<file path="config.mk">
export PLATFORM = sky130hd
export DESIGN_NAME = pipe_ctrl_flat
export DESIGN_NICKNAME = d
export VERILOG_FILES = /design/src/rtl/pipe_ctrl_pkg.sv /design/src/rtl/pipe_ctrl_if.sv /design/src/rtl/pipe_ctrl_div_timer.sv /design/src/rtl/pipe_ctrl.sv /design/src/flat_wrapper.sv
export SDC_FILE = /design/constraint.sdc
export NUM_CORES = 1
export LEC_CHECK = 0
export BUFFER_PORTS_ARGS = -buffer_cell sky130_fd_sc_hd__buf_2
export CORE_MARGIN = 4
export CORE_UTILIZATION = 40
export DETAILED_ROUTE_END_ITERATION = 10
export GPL_TIMING_DRIVEN = 0
export PLACE_DENSITY = 0.75
export SKIP_LAST_GASP = 1
export SYNTH_ARGS = -nofsm -noshare
export SYNTH_HDL_FRONTEND = slang
export SYNTH_SLANG_ARGS = --single-unit
</file>
<file path="constraint.sdc">
create_clock -name clk_i -period 3.8 [get_ports clk_i]
set_input_delay 0 -clock clk_i [delete_from_list [all_inputs] [get_ports clk_i]]
set_output_delay 0 -clock clk_i [all_outputs]
set_load 0.03 [all_outputs]
</file>
<file path="src/rtl/pipe_ctrl_pkg.sv">
// Shared constants for the pipeline controller: stall bit positions and the
// legacy 2-bit controller state encoding.
package pipe_ctrl_pkg;

  localparam int unsigned STALL_PC      = 0;
  localparam int unsigned STALL_IF_ID   = 1;
  localparam int unsigned STALL_ID_EXE  = 2;
  localparam int unsigned STALL_EXE_MEM = 3;

  typedef logic [1:0] ctrl_state_t;

  localparam ctrl_state_t CTRL_IDLE     = 2'd0;
  localparam ctrl_state_t CTRL_DIV_WAIT = 2'd1;
  localparam ctrl_state_t CTRL_REFILL   = 2'd2;

  // Hold every pipeline register from pc up to and including stage idx.
  function automatic logic [3:0] stall_upto(input int unsigned idx);
    logic [3:0] v;
    v = '0;
    for (int unsigned i = 0; i < 4; i++) begin
      v[i] = (i <= idx);
    end
    return v;
  endfunction

endpackage

</file>
<file path="src/rtl/pipe_ctrl_if.sv">
// Hazard/redirect/divider handshake bundle between the pipeline stages and
// pipe_ctrl; the slave modport is the controller's view.
interface pipe_ctrl_if #(
  parameter int unsigned ADDR_WIDTH = 32
) ();

  logic                  id_stallreq_i;
  logic                  exe_jump_i;
  logic [ADDR_WIDTH-1:0] exe_jump_addr_i;
  logic                  exe_div_req_i;
  logic                  div_done_i;
  logic [3:0]            stall_o;
  logic                  flush_o;
  logic                  jump_o;
  logic [ADDR_WIDTH-1:0] jump_addr_o;
  logic                  div_start_o;
  logic                  div_abort_o;
  logic                  err_o;
  logic [31:0]           stall_cnt_o;

  modport master (
    output id_stallreq_i, exe_jump_i, exe_jump_addr_i, exe_div_req_i, div_done_i,
    input  stall_o, flush_o, jump_o, jump_addr_o, div_start_o, div_abort_o,
           err_o, stall_cnt_o
  );

  modport slave (
    input  id_stallreq_i, exe_jump_i, exe_jump_addr_i, exe_div_req_i, div_done_i,
    output stall_o, flush_o, jump_o, jump_addr_o, div_start_o, div_abort_o,
           err_o, stall_cnt_o
  );

endinterface

</file>
<file path="src/rtl/pipe_ctrl_div_timer.sv">
// 8-bit divider watchdog: counts enabled cycles since the last clear and
// flags the final allowed cycle.
module pipe_ctrl_div_timer #(
  parameter int unsigned DIV_TIMEOUT = 40
) (
  input  logic clk_i,
  input  logic rst_n_i,
  input  logic clr_i,
  input  logic en_i,
  output logic expire_o
);

  logic [7:0] count;

  always_ff @(posedge clk_i or negedge rst_n_i) begin
    if (!rst_n_i) begin
      count <= '0;
    end else if (clr_i) begin
      count <= '0;
    end else if (en_i) begin
      count <= count + 8'd1;
    end
  end

  assign expire_o = en_i && (count == 8'(DIV_TIMEOUT - 1));

endmodule

</file>
<file path="src/rtl/pipe_ctrl.sv">
// Central pipeline controller: merges load-use, redirect and divider
// requests into one stall vector and flush, plus watchdog and stall counter.
module pipe_ctrl
  import pipe_ctrl_pkg::*;
#(
  parameter int unsigned ADDR_WIDTH    = 32,
  parameter int unsigned DIV_TIMEOUT   = 40,
  parameter int unsigned REFILL_CYCLES = 1
) (
  input  logic         clk_i,
  input  logic         rst_n_i,
  pipe_ctrl_if.slave   bus
);

  ctrl_state_t           state, state_nxt;
  logic [1:0]            refill_cnt;
  logic                  refill_load;
  logic                  tmr_clr, tmr_en, tmr_expire;
  logic                  err_set, err_q;
  logic [ADDR_WIDTH-1:0] last_addr;
  logic [31:0]           stall_cnt;
  logic [3:0]            stall;
  logic                  flush, jump, div_start, div_abort;

  pipe_ctrl_div_timer #(
    .DIV_TIMEOUT(DIV_TIMEOUT)
  ) u_div_timer (
    .clk_i   (clk_i),
    .rst_n_i (rst_n_i),
    .clr_i   (tmr_clr),
    .en_i    (tmr_en),
    .expire_o(tmr_expire)
  );

  always_comb begin
    state_nxt   = state;
    stall       = '0;
    flush       = 1'b0;
    jump        = 1'b0;
    div_start   = 1'b0;
    div_abort   = 1'b0;
    tmr_clr     = 1'b0;
    tmr_en      = 1'b0;
    refill_load = 1'b0;
    err_set     = 1'b0;
    case (state)
      CTRL_IDLE: begin
        if (bus.exe_div_req_i) begin
          div_start = 1'b1;
          stall     = stall_upto(STALL_ID_EXE);
          tmr_clr   = 1'b1;
          err_set   = bus.exe_jump_i;
          state_nxt = CTRL_DIV_WAIT;
        end else if (bus.exe_jump_i) begin
          jump  = 1'b1;
          flush = 1'b1;
          if (REFILL_CYCLES > 0) begin
            refill_load = 1'b1;
            state_nxt   = CTRL_REFILL;
          end
        end else if (bus.id_stallreq_i) begin
          stall = stall_upto(STALL_IF_ID);
        end
      end
      CTRL_DIV_WAIT: begin
        tmr_en = 1'b1;
        if (bus.div_done_i) begin
          state_nxt = CTRL_IDLE;
        end else if (tmr_expire) begin
          div_abort = 1'b1;
          err_set   = 1'b1;
          state_nxt = CTRL_IDLE;
        end else begin
          stall = stall_upto(STALL_ID_EXE);
        end
      end
      CTRL_REFILL: begin
        flush = 1'b1;
        if (refill_cnt == 2'd1) begin
          state_nxt = CTRL_IDLE;
        end
      end
      default: state_nxt = CTRL_IDLE;
    endcase
  end

  always_ff @(posedge clk_i or negedge rst_n_i) begin
    if (!rst_n_i) begin
      state      <= CTRL_IDLE;
      refill_cnt <= '0;
      err_q      <= 1'b0;
      last_addr  <= '0;
      stall_cnt  <= '0;
    end else begin
      state <= state_nxt;
      if (refill_load) begin
        refill_cnt <= 2'(REFILL_CYCLES);
      end else if (state == CTRL_REFILL && refill_cnt != 2'd0) begin
        refill_cnt <= refill_cnt - 2'd1;
      end
      if (err_set) begin
        err_q <= 1'b1;
      end
      if (jump) begin
        last_addr <= bus.exe_jump_addr_i;
      end
      if (|stall) begin
        stall_cnt <= stall_cnt + 32'd1;
      end
    end
  end

  // The redirect target is visible in the same cycle as jump_o, then held.
  assign bus.jump_addr_o = jump ? bus.exe_jump_addr_i : last_addr;
  assign bus.stall_o     = stall;
  assign bus.flush_o     = flush;
  assign bus.jump_o      = jump;
  assign bus.div_start_o = div_start;
  assign bus.div_abort_o = div_abort;
  assign bus.err_o       = err_q;
  assign bus.stall_cnt_o = stall_cnt;

endmodule
</file>
<file path="src/flat_wrapper.sv">
// flat-port wrapper written by rule: the top's interface ports become plain ports
module pipe_ctrl_flat import pipe_ctrl_pkg::*;
#(
  parameter int unsigned ADDR_WIDTH    = 32,
  parameter int unsigned DIV_TIMEOUT   = 40,
  parameter int unsigned REFILL_CYCLES = 1
)
  (clk_i, rst_n_i, bus_id_stallreq_i, bus_exe_jump_i, bus_exe_jump_addr_i, bus_exe_div_req_i, bus_div_done_i, bus_stall_o, bus_flush_o, bus_jump_o, bus_jump_addr_o, bus_div_start_o, bus_div_abort_o, bus_err_o, bus_stall_cnt_o);
  pipe_ctrl_if #(.ADDR_WIDTH(ADDR_WIDTH)) bus_i ();
  input  logic clk_i;
  input  logic rst_n_i;
  input wire logic [$bits(bus_i.id_stallreq_i)-1:0] bus_id_stallreq_i;
  input wire logic [$bits(bus_i.exe_jump_i)-1:0] bus_exe_jump_i;
  input wire logic [$bits(bus_i.exe_jump_addr_i)-1:0] bus_exe_jump_addr_i;
  input wire logic [$bits(bus_i.exe_div_req_i)-1:0] bus_exe_div_req_i;
  input wire logic [$bits(bus_i.div_done_i)-1:0] bus_div_done_i;
  output wire logic [$bits(bus_i.stall_o)-1:0] bus_stall_o;
  output wire logic [$bits(bus_i.flush_o)-1:0] bus_flush_o;
  output wire logic [$bits(bus_i.jump_o)-1:0] bus_jump_o;
  output wire logic [$bits(bus_i.jump_addr_o)-1:0] bus_jump_addr_o;
  output wire logic [$bits(bus_i.div_start_o)-1:0] bus_div_start_o;
  output wire logic [$bits(bus_i.div_abort_o)-1:0] bus_div_abort_o;
  output wire logic [$bits(bus_i.err_o)-1:0] bus_err_o;
  output wire logic [$bits(bus_i.stall_cnt_o)-1:0] bus_stall_cnt_o;
  assign bus_i.id_stallreq_i = bus_id_stallreq_i;
  assign bus_i.exe_jump_i = bus_exe_jump_i;
  assign bus_i.exe_jump_addr_i = bus_exe_jump_addr_i;
  assign bus_i.exe_div_req_i = bus_exe_div_req_i;
  assign bus_i.div_done_i = bus_div_done_i;
  assign bus_stall_o = bus_i.stall_o;
  assign bus_flush_o = bus_i.flush_o;
  assign bus_jump_o = bus_i.jump_o;
  assign bus_jump_addr_o = bus_i.jump_addr_o;
  assign bus_div_start_o = bus_i.div_start_o;
  assign bus_div_abort_o = bus_i.div_abort_o;
  assign bus_err_o = bus_i.err_o;
  assign bus_stall_cnt_o = bus_i.stall_cnt_o;
  pipe_ctrl #(.ADDR_WIDTH(ADDR_WIDTH), .DIV_TIMEOUT(DIV_TIMEOUT), .REFILL_CYCLES(REFILL_CYCLES)) u_core (.clk_i(clk_i), .rst_n_i(rst_n_i), .bus(bus_i));
endmodule
</file>
# --- Word-level counts from Yosys, hierarchy flattened ---
# Cells that the tools add are included.
word_totals:
  regBits: 77
  inputBits: 38
  elab_cells: 53
classes:
  add_sub_neg: 3
  n_eq_ne: 7
  muxes: 29
  n_reduce_logical: 8
op_table:
  columns: ["cell", "count"]
  rows:
  - ["$add A32 B1 Y32 const B", 1]
  - ["$mux W32", 1]
  - ["$mux W2", 8]
  - ["$mux W8", 2]
  - ["$mux W4", 3]
  - ["$mux W1", 10]
  - ["$add A8 B1 Y8 const B", 1]
  - ["$eq A8 B6 Y1 const B", 1]
  - ["$pmux W4 S2", 1]
  - ["$pmux W2 S3", 1]
  - ["$reduce_bool A2 Y1", 3]
  - ["$eq A2 B1 Y1 const B", 2]
  - ["$pmux W1 S2", 2]
  - ["$reduce_or A4 Y1", 1]
  - ["$mux W3", 1]
  - ["$ne A3 B2 Y1 const B", 1]
  - ["$ne A3 B3 Y1 const B", 1]
  - ["$reduce_and A3 Y1", 1]
  - ["$eq A2 B2 Y1 const B", 1]
  - ["$logic_and A1 B1 Y1", 2]
  - ["$logic_not A2 Y1", 1]
  - ["$ne A2 B1 Y1 const B", 1]
  - ["$sub A2 B1 Y2 const B", 1]

# --- Logic depth before layout (Yosys ltp) ---
# Gate-level depths: netlist of the first run.
depth:
  depth_word: 7
  depth_mapped: 6

# --- By module ---
# From an unflattened synthesis of the first run, not the netlist that was laid out.
hier_totals:
  cells_unflattened: 333
  hier_area_um2: 3394.5
by_module_without_submodules:
  columns: ["mod", "n_inst", "cells_each", "area_each_um2", "seq_area_each_um2"]
  rows:
  - ["pipe_ctrl", 1, 289, 2961.6, 1726.7]
  - ["pipe_ctrl_div_timer", 1, 44, 432.9, 200.2]

# --- Worst setup path after synthesis of the first run ---
# OpenSTA, ideal clock, no wires.
synth_timing:
  path_kind: "reg2reg"
  start: "reg u_core.u_div_timer.count[3]"
  end: "reg u_core.err_q, in the netlist u_core.bus.err_o"
  setup_ns: 0.069
  arrival_ns: 2.148
  required_time_ns: 3.731
  path_slack_ns: 1.583
  path_stages_with_launch: 4
  n_path_buf: 0
  period_less_slack_ns: 2.217
  cell_sequence: "dfrtp_1 -> or4_4 -> nor4_1 -> a211o_1"
synth_via:
  elab_chain_cells: 5
synth_rtl:
  columns: ["item", "line_no", "rtl"]
  rows:
  - ["start, declared", "pipe_ctrl_div_timer.sv:13", "logic [7:0] count;"]
  - ["start signal, assigned", "pipe_ctrl_div_timer.sv:21", "count <= count + 8'd1;"]
  - ["$eq A8 B6 Y1", "pipe_ctrl_div_timer.sv:25", "assign expire_o = en_i && (count == 8'(DIV_TIMEOUT - 1));"]
  - ["$logic_and A1 B1 Y1", "pipe_ctrl_div_timer.sv:25", null]
  - ["$mux W1", "pipe_ctrl.sv:69", "end else if (tmr_expire) begin"]
  - ["$mux W1", "pipe_ctrl.sv:67", "if (bus.div_done_i) begin"]
  - ["$pmux W1 S2", "pipe_ctrl.sv:46", "case (state)"]
  - ["end signal, assigned", "pipe_ctrl.sv:91", "err_q <= 1'b0;"]
  - ["end signal, assigned", "pipe_ctrl.sv:102", "err_q <= 1'b1;"]
  - ["end, declared", "pipe_ctrl.sv:19", "logic err_set, err_q;"]
# Every way passes these cells.
# A chain may end at the register's enable or synchronous reset.

# --- Final worst setup path of the first run ---
layout_timing:
  start: "reg u_core.state[1]"
  end: "out bus_jump_addr_o[14]"
layout_via:
  elab_chain_cells: 3
layout_rtl:
  columns: ["item", "line_no", "rtl"]
  rows:
  - ["start, declared", "pipe_ctrl.sv:15", "ctrl_state_t state, state_nxt;"]
  - ["start signal, assigned", "pipe_ctrl.sv:95", "state <= state_nxt;"]
  - ["$logic_not A2 Y1", "pipe_ctrl.sv:46", null]
  - ["$mux W1", null, null]
  - ["$mux W32", null, null]
  - ["end, declared", "flat_wrapper.sv:20", "output wire logic [$bits(bus_i.jump_addr_o)-1:0] bus_jump_addr_o;"]
# Every way passes these cells.

==> results.cfg, run 1 <==
[yosys]
ys_ff_latch = 77
synth.top_cells.by_area = dfrtp_1 (54%), nand2_1 (13%), xor2_1 (6.6%), a2111oi_2 (2.5%), a2111oi_1 (1.7%)
synth_edf_count = 0
synth_top_family_by_area = simple AND/OR/NAND/NOR gates
synthSimpleGateAreaFrac_pct = 20.9
synth_top_area_cell = dfrtp_1
muxShareOfSynthArea_pct = 1.15
yosysSeqAreaShare_pct = 53.8
syn_area_um2 = 3580
synth_adder_area_share_pct = 1.40
synth_nets = 396
syn_avg_cell_area_um2 = 10.1
synth_cells = 354
synth_warnings = 0
ys_async_sr_fraction_pct = 100
synthDominantCellAreaShare_pct = 53.8
synth_compound_area_share_pct = 11.3
yosys_most_used_dff = dfrtp_1
synth_xor_area_share_pct = 7.82
ys_types = 41

[timing]
period_share_pct = 62.3
finalSetupViolCount = 0
worstMarginPinSlew_ps = 666
hold_viol_final = 0
slew_headroom_pct = 55.4
maxSlewViolCount = 0
min_period_ps = 2370
setup_tns_ps = 0
rsz0062_at_grt = no
max_freq_mhz = 423
finalClockSkew_ps = 9.79

[cts]
cts_sinks = 77
h-tree-depth = 3
clk_pin_slew_ps = 80
cts_tree = done
clk_latency_ps = 340
cts_root_buffer = clkbuf_8
cts_buffer_depth = 2
cts_buffers = 9
cts.repair.resized = 0

[global_route]
grt_pass1_wl_um = 14700
grt_usage_pct = 17.8
grt_max_degree = 49
grt_pass1_vias = 3154
overflow = 0
antenna_found_initial = 0

[die]
dieArea_um2 = 10500
ios = 111
core_area_um2 = 8720
fp.dieW_um = 103
dieHeight_um = 103
start_util_pct = 41.1
num_rows = 34

[min_path]
min_to = u_core.state[0]
hold_depth = 3
worstHoldStart = bus_exe_div_req_i
hp-class = input pin to flop

[finish]
area_growth_pct = 36.3
num-fill-cells = 751
drive_above_1_share_pct = 29.1
final_cell_mix = nand2_1 (120), buf_2 (111), dfrtp_1 (77), dlygate4sd3_1 (35), xor2_1 (27)
fin_area_um2 = 4880
layout.nets = 552
diodes = 0
final_common_cell = nand2_1

[placed_design]
place_area_um2 = 4290
place.gp.congestion = 0.874
port_buffers = 109
place_hpwl_um = 6120

[critical_path]
reg2reg_from = u_core.u_div_timer.count[0]
r2r-end = u_core.bus.stall_cnt_o[29]
crit_required_ps = 3800
ff2ff_path_depth = 6
crit_arrival_ps = 2370
cp-startpoint = u_core.state[1]
critPathLaunchType = flop
crit_type = flop to output port
crit_path_max_fanout = 10
regToRegSetupSlack_ps = 1850
end_kind = output port

[power]
ir_worst_vdd_mv = 0.537
p_leak_uw = 0.00259
switchingPower_uw = 1470
combPwrFrac_pct = 43.0
p_per_area_nw_per_um2 = 692
sequentialPowerShare_pct = 35.2
p_clk_share_pct = 21.8
switching_share_pct = 43.4
p_int_uw = 1910

[detailed_routing]
drt-initial-drc-count = 121
vias = 3122
ant_nets = 0
dr.pass1.iters = 4
wl_per_cell_um = 14.2
drc = 0
routed_wl_um = 8820
vias_per_cell = 5.01

[run]
cap_viol_max_count = 0

[run_status]
outcome = completed
area by class of cell:
type                       instances  area [µm²]  share of cell area [%]
inverter                           9        33.8                   0.692
buffer                            16        93.8                    1.92
tap                              108         135                    2.77
clock buffer                      10         128                    2.61
timing repair buffer             145         926                    19.0
sequential                        77        1930                    39.5
clock inverter                     6         111                    2.28
multi-input combinational        252        1530                    31.3
kinds of logic (layout without fill, tap and decap cells):
kind of cell | count (synthesis) | after routing
multiplexers | 4 | 4
other | 1 | 1
XOR/XNOR | 32 | 32
buffers and inverters | 25 | 186
AO/OA/AOI/OAI | 45 | 45
flip-flops | 77 | 77
AND/OR/NAND/NOR | 166 | 166
adder cells (fa/ha/maj) | 4 | 4
power by group through the flow:
stage               registers, µW  clock network (µW)  logic, µW
CTS                          1190                 759       1450
floorplan                    1250                   0        939
global route                 1220                 795       1580
global placement             1190                   0       1390
finish                       1190                 737       1450
detailed placement           1210                   0       1410
sequential cells by signal (all words and copies together), names as in the netlist:
| register | count |
|---|---|
| u_core.state | 2 |
| u_core.last_addr | 32 |
| u_core.bus.stall_cnt_o | 32 |
| u_core.u_div_timer.count | 8 |
| u_core.bus.err_o | 1 |
| u_core.refill_cnt | 2 |
per-stage QoR:
step	std cells	hold WS (ps)	util, %	power [µW]	worst slack [ps]
CTS	623	78.7	56.0	3400	1410
global placement	571	208	48.9	2590	1850
global route	623	103	56.0	3600	1130
finish	623	102	56.0	3380	1430
floorplan	354	-296	-	2190	1580
detailed placement	572	-42.6	49.2	2620	1820
how the worst max path moves through the flow:
stage	endpoint	slack, ps	depth (start not counted)
floorplan	u_core.bus.err_o	1580	3
global placement	bus_jump_addr_o[3]	1850	7
detailed placement	bus_jump_addr_o[3]	1820	7
CTS	bus_jump_addr_o[3]	1410	7
global route	bus_jump_addr_o[3]	1130	7
finish	bus_jump_addr_o[14]	1430	7
cell usage after synthesis (4+ instances only):
master / count
inv_1: 8
a2111oi_2: 6
a211oi_1: 8
nand2_1: 120
buf_4: 4
and4_1: 5
a21oi_1: 8
nand4_1: 9
clkbuf_1: 5
o21ai_0: 9
nor2_1: 5
dfrtp_1: 77
xnor2_1: 5
xor2_1: 27
nand3_1: 10
ha_1: 4
a2111oi_1: 6
per-layer routing:
| metal | GRT usage [%] | vias to the layer above | wire length [µm] |
|---|---|---|---|
| li1 | - | 1513 | - |
| met1 | 22.1 | 1477 | 3680 |
| met4 | 6.36 | 0 | 136 |
| met2 | 28.8 | 120 | 4240 |
| met5 | 0 | - | 0 |
| met3 | 6.36 | 12 | 759 |
what timing repair did:
item | in CTS | in global routing
setup buffers | 0 | 0
endpoints found under the hold margin | 111 | 0
hold buffers | 35 | 0
worst max-delay path: stages, from the launching register on:
cell and delay [ps]:
dfrtp_1 450, nor2_2 200, nand3b_1 310, clkinv_1 240, clkbuf_1 380, nand2_1 130, nand2_1 100, buf_2 200
Power figures use the tool's default switching activity.
==> run 2, diff against run 1 <==
--- a/config.mk
+++ b/config.mk
@@ -10,7 +10,7 @@
 export CORE_UTILIZATION = 40
 export DETAILED_ROUTE_END_ITERATION = 10
 export GPL_TIMING_DRIVEN = 0
-export PLACE_DENSITY = 0.75
+export PLACE_DENSITY = 0.77
 export SKIP_LAST_GASP = 1
 export SYNTH_ARGS = -nofsm -noshare
 export SYNTH_HDL_FRONTEND = slang
==> constraint.sdc (replaced) <==
create_clock -name clk_i -period 2 [get_ports clk_i]
set_input_delay 0 -clock clk_i [delete_from_list [all_inputs] [get_ports clk_i]]
set_output_delay 0 -clock clk_i [all_outputs]
set_load 0.03 [all_outputs]
==> run 2 against run 1 <==
Cell area increased by 1.9%; setup slack got worse by 1400 ps; core utilization increased by 1.1 points; clock power increased by 87%; register-to-register slack got worse by 1800 ps; via count increased by 0.45%; routed wire length increased by 3.5%; critical path type unchanged; largest power group unchanged.
==> results.cfg, run 2 (synthesis results as in run 1) <==
[global_route]
grt_pass1_vias = 3161
grt_max_degree = 64
grt_pass1_wl_um = 15000
antenna_found_initial = 0
grt_usage_pct = 18.1
overflow = 0

[die]
dieArea_um2 = 10500
num_rows = 34
core_area_um2 = 8720
ios = 111
start_util_pct = 41.1
dieHeight_um = 103
fp.dieW_um = 103

[critical_path]
slowest_stage = or4_4
regToRegSetupSlack_ps = 100
r2r-end = u_core.bus.stall_cnt_o[14]
critPathMaxStageDelay_ps = 620
crit_chain = or4_4 -> o21ai_4 -> nand2_4 -> buf_4 -> buf_6
cp_top_family = simple AND/OR/NAND/NOR gates
cp.depth = 5
end_kind = output port
crit_arrival_ps = 1930
ff2ff_path_depth = 5
crit_required_ps = 2000
crit_type = flop to output port
reg2reg_from = u_core.u_div_timer.count[7]
crit_buf_inv = 2
critPathLaunchType = flop
crit_path_max_fanout = 4

[detailed_routing]
wl_per_cell_um = 14.5
drc = 0
ant_nets = 0
vias = 3136
vias_per_cell = 4.99
drt-initial-drc-count = 97
dr.pass1.iters = 4
routed_wl_um = 9130

[timing]
min_period_ps = 1930
setup_tns_ps = 0
finalClockSkew_ps = 7.87
hold_viol_final = 0
period_share_pct = 96.5
rsz0062_at_grt = yes
finalSetupViolCount = 0
maxSlewViolCount = 0
worstMarginPinSlew_ps = 674
slew_headroom_pct = 54.9
max_freq_mhz = 518
fin_ws_ps = 70.6

[cts]
cts_root_buffer = clkbuf_8
h-tree-depth = 3
cts_sinks = 77
clk_latency_ps = 340
cts_buffer_depth = 2
cts_buffers = 9
cts_tree = done
clk_pin_slew_ps = 80

[finish]
diodes = 0
area_growth_pct = 38.9
final_common_cell = nand2_1
drive_above_1_share_pct = 32.1
layout.nets = 559
final_cell_mix = nand2_1 (119), buf_2 (110), dfrtp_1 (76), dlygate4sd3_1 (34), xor2_1 (27)
utilization_pct = 57.1
num-fill-cells = 739

[placed_design]
port_buffers = 109
place_hpwl_um = 6030
place.gp.congestion = 0.859
pre_cts_ws_ps = 12.8

[power]
p_per_area_nw_per_um2 = 1310
p_leak_uw = 0.00264
ir_worst_vdd_mv = 0.941
power_uw = 6540

[run]
cap_viol_max_count = 0

[run_status]
outcome = completed

[min_path]
hp-class = input pin to asynchronous set/reset pin
run 2: metrics by stage:
step	hold slack, ps	cell area [µm²]	std cells
after detailed placement	-127	4300	572
final	57.1	4980	629
after global routing	67.9	4980	629
after global placement	208	4270	571
after CTS	14.5	4890	622
after floorplan	-296	3590	354
run 2: area by class of cell:
cell class | count | area (µm²) | area share [%]
Sequential cell | 77 | 1930 | 38.7
Multi-Input combinational cell | 252 | 1560 | 31.4
Timing Repair Buffer | 152 | 982 | 19.7
Tap cell | 108 | 135 | 2.72
Clock buffer | 10 | 128 | 2.56
Buffer | 16 | 109 | 2.19
Clock inverter | 5 | 100 | 2.01
Inverter | 9 | 33.8 | 0.679
run 2: worst max path at each step:
stage	from	end	slack, ps
2_1_floorplan	u_core.state[1]	u_core.last_addr[22]	80
3_3_place_gp	u_core.state[1]	bus_jump_addr_o[8]	40
3_5_place_dp	u_core.state[1]	bus_jump_addr_o[11]	10
4_1_cts	u_core.state[1]	bus_jump_addr_o[21]	1
5_1_grt	u_core.state[0]	bus_jump_addr_o[13]	-10
6_report	u_core.u_div_timer.count[7]	bus_stall_o[1]	70
run 2: repair_timing:
action / CTS / global route
pin swaps: 1 / 4
endpoints found under the setup margin: 32 / 41
resized for setup: 6 / 17
hold endpoints to repair: 110 / 0
buffers inserted: 1 / 7
hold buffers: 34 / 0
run 2: worst reg2reg max path: cells and delay by family (launching register included):
kind	cells	cell delay (ps)
AO/OA/AOI/OAI	2	420
XOR/XNOR	1	150
AND/OR/NAND/NOR	1	620
flip-flops	1	400
buffers and inverters	1	200
run 2: metal layers:
metal	track usage, %	vias to the layer above	share of wire, %
met2	28.8	98	48
met4	7.27	0	2.1
li1	-	1521	-
met1	23.6	1502	43
met5	0	-	0
met3	4.80	15	6.9
run 2: power breakdown:
| part | total [µW] | internal [µW] | switching (µW) |
|---|---|---|---|
| Sequential | 2270 | 2020 | 254 |
| Clock | 1380 | 819 | 557 |
| Combinational | 2890 | 889 | 2000 |
| Total | 6540 | 3720 | 2810 |
==> run 3, diff against run 2 <==
--- a/config.mk
+++ b/config.mk
@@ -10,8 +10,9 @@
 export CORE_UTILIZATION = 40
 export DETAILED_ROUTE_END_ITERATION = 10
 export GPL_TIMING_DRIVEN = 0
-export PLACE_DENSITY = 0.77
+export PLACE_DENSITY = 0.78
 export SKIP_LAST_GASP = 1
 export SYNTH_ARGS = -nofsm -noshare
 export SYNTH_HDL_FRONTEND = slang
+export SYNTH_HIERARCHICAL = 1
 export SYNTH_SLANG_ARGS = --single-unit
==> run 3 against run 2 <==
The run now ends with negative setup slack left; sequential power shrank 3%; non-clock buffer count grew 15; clock power decreased by 14%; combinational power hardly changed; largest power group unchanged; final cell count shrank 0.48%; power decreased by 3.6%; global-route usage grew 0.83 points; largest cell class unchanged.
==> results.cfg, run 3 <==
[run_status]
outcome = complete, but fails checks
violations = negative setup slack

[critical_path]
end_kind = flop
ff2ff_path_depth = 10
r2r-end = u_core/bus.stall_cnt_o[11]
crit_arrival_ps = 2310
critPathLaunchType = flop
crit_path_max_fanout = 8
reg2reg_from = u_core/state[1]
crit_required_ps = 2230
crit_type = flop to flop
regToRegSetupSlack_ps = -80

[cts]
clk_latency_ps = 340
cts_tree = done
h-tree-depth = 3
cts_buffer_depth = 2
cts_buffers = 9
clk_pin_slew_ps = 90
cts_sinks = 77
cts_root_buffer = clkbuf_8

[timing]
hold_viol_final = 0
min_period_ps = 2080
worstMarginPinSlew_ps = 590
finalClockSkew_ps = 10.6
max_freq_mhz = 481
whs_ps = 79.6
period_share_pct = 104
slew_headroom_pct = 60.5
rsz0062_at_grt = yes
fin_ws_ps = -78.9
maxSlewViolCount = 0
finalSetupViolCount = 14

[power]
switchingPower_uw = 2700
combPwrFrac_pct = 46.2
p_clk_share_pct = 18.7
p_int_uw = 3600
ir_worst_vdd_mv = 0.858
switching_share_pct = 42.9
p_leak_uw = 0.00269
p_per_area_nw_per_um2 = 1250
sequentialPowerShare_pct = 35.1

[detailed_routing]
wl_per_cell_um = 14.9
dr.pass1.iters = 4
vias_per_cell = 4.95
drt-initial-drc-count = 138
drc = 0
routed_wl_um = 9320
met2_length_um = 4820
wirelength_met1_um = 3700
vias = 3100
route.met3.wl_um = 626
ant_nets = 0
dr.max_layer_used = met4

[die]
dieArea_um2 = 10000
core_area_um2 = 8220
dieHeight_um = 100
start_util_pct = 41.3
fp.dieW_um = 100
num_rows = 33
ios = 111

[global_route]
grt_usage_pct = 19.0
antenna_found_initial = 0
overflow = 0
grt_pass1_wl_um = 15200
grt_max_degree = 45
grt_pass1_vias = 3221

[finish]
final_common_cell = nand2_1
drive_above_1_share_pct = 36.1
num-fill-cells = 647
fin_area_um2 = 5050
diodes = 0
area_growth_pct = 48.8
utilization_pct = 61.5
final-instance-count-excl-fill = 626
final_cell_mix = nand2_1 (107), buf_2 (100), dfrtp_1 (75), dlygate4sd3_1 (35), buf_4 (35)
layout.nets = 559

[min_path]
min_to = u_core/state[0]
hp-class = input pin to flop
hold_depth = 3
worstHoldStart = bus_exe_div_req_i

[yosys]
synth_cells = 333
synth_commonest_cells = nand2_1 (109), dfrtp_1 (77), xnor2_1 (23), nand3_1 (19), xor2_1 (11)
yosys_most_used_dff = dfrtp_1
ys_types = 40
synth.top_cells.by_area = dfrtp_1 (57%), nand2_1 (12%), xnor2_1 (5.9%), xor2_1 (2.8%), nand3_1 (2.8%)
synth_warnings = 6
synth_edf_count = 0
ys_async_sr_fraction_pct = 100
yosysSeqAreaShare_pct = 56.8
syn_area_um2 = 3390
syn_avg_cell_area_um2 = 10.2
synthDominantCellAreaShare_pct = 56.8
synth_nets = 376
synth_top_area_cell = dfrtp_1
yosysMostFrequentCell = nand2_1
ys_ff_latch = 77

[placed_design]
place_hpwl_um = 5700
port_buffers = 109
place.gp.congestion = 0.768
placedCellCount = 548
place_area_um2 = 4140

[run]
cap_viol_max_count = 0
[run 3: changes by cell type in the layout (fill, tap and decap cells not counted), sizes merged, moves of 8 or more]
cell | before | now
nand3 | 11 | 20
a2111oi | 13 | 0
buf | 128 | 144
nand2 | 121 | 109
xnor2 | 5 | 23
a211oi | 8 | 0
xor2 | 27 | 11
[run 3: what timing repair did]
action                     in CTS  in global routing
hold endpoints to repair       78                  0
hold buffers                   35                  0
setup endpoints to repair      68                 61
setup buffers                  16                 13
gates cloned                    0                  1
pin swaps                       8                 12
resized for setup              30                 27
[run 3: cell type report]
cell class,count,area [µm²],share of cell area [%]
well taps,105,131,2.60
clock inverters,5,60.1,1.19
inverters,4,17.5,0.347
multi-input cells,241,1520,30.2
repair buffers,174,1170,23.3
clock buffers,11,131,2.60
flip-flops and latches,77,1930,38.2
plain buffers,9,82.6,1.64
[run 3: stage by stage]
step                setup WS [ps]  power [µW]  setup TNS (ps)
floorplan                    -182        3980           -1750
global placement             -369        4640           -4700
detailed placement           -403        4740           -6020
CTS                         -88.4        6190            -235
global route                 -173        6660           -2430
finish                      -78.9        6300            -492
[run 3: how the worst max path moves through the flow]
stage	from	slack, ps	cells after the start	endpoint
5_1_grt	u_core/u_div_timer/count[1]	-170	10	u_core/bus.stall_cnt_o[27]
6_report	u_core/state[1]	-80	10	u_core/bus.stall_cnt_o[11]
2_1_floorplan	u_core/state[0]	-180	9	u_core/bus.stall_cnt_o[1]
3_5_place_dp	u_core/state[0]	-400	9	u_core/bus.stall_cnt_o[22]
3_3_place_gp	u_core/state[0]	-370	9	u_core/bus.stall_cnt_o[22]
4_1_cts	u_core/u_div_timer/count[1]	-90	9	bus_stall_o[1]
[run 3: cell families (layout without fill, tap and decap cells)]
group | Yosys count | in the layout | share of synthesized area [%]
DFF | 77 | 77 | 56.8
buffers and inverters | 15 | 203 | 2.32
AOI/OAI and AO/OA | 16 | 16 | 3.35
muxes | 3 | 3 | 0.958
xor gates and xnor gates | 34 | 34 | 8.77
other | 1 | 1 | 0.110
adders and majority gates | 5 | 5 | 1.84
and+or+nand+nor | 182 | 182 | 25.9
[run 3: critical path, stage by stage, from the launching register on]
cell and delay, ps:
dfrtp_2 470, nor2b_4 170, nand2_4 70, nor4_4 290
buf_4 190, o21ai_4 60, o311ai_4 150, buf_4 230
nor3_4 50, buf_4 150, xor2_1 130
[run 3: power by group through the flow]
stage / clock network, µW / registers, µW / logic, µW
4_1_cts: 1200 / 2210 / 2780
5_1_grt: 1280 / 2250 / 3130
3_5_place_dp: 0 / 2260 / 2470
3_3_place_gp: 0 / 2230 / 2420
2_1_floorplan: 0 / 2320 / 1660
6_report: 1180 / 2210 / 2910
[run 3: per-layer routing]
| layer | GRT usage (%) | up-vias |
|---|---|---|
| met4 | 6.01 | 0 |
| li1 | - | 1465 |
| met3 | 6.46 | 17 |
| met2 | 33.1 | 120 |
| met1 | 21.9 | 1498 |
| met5 | 0 | - |
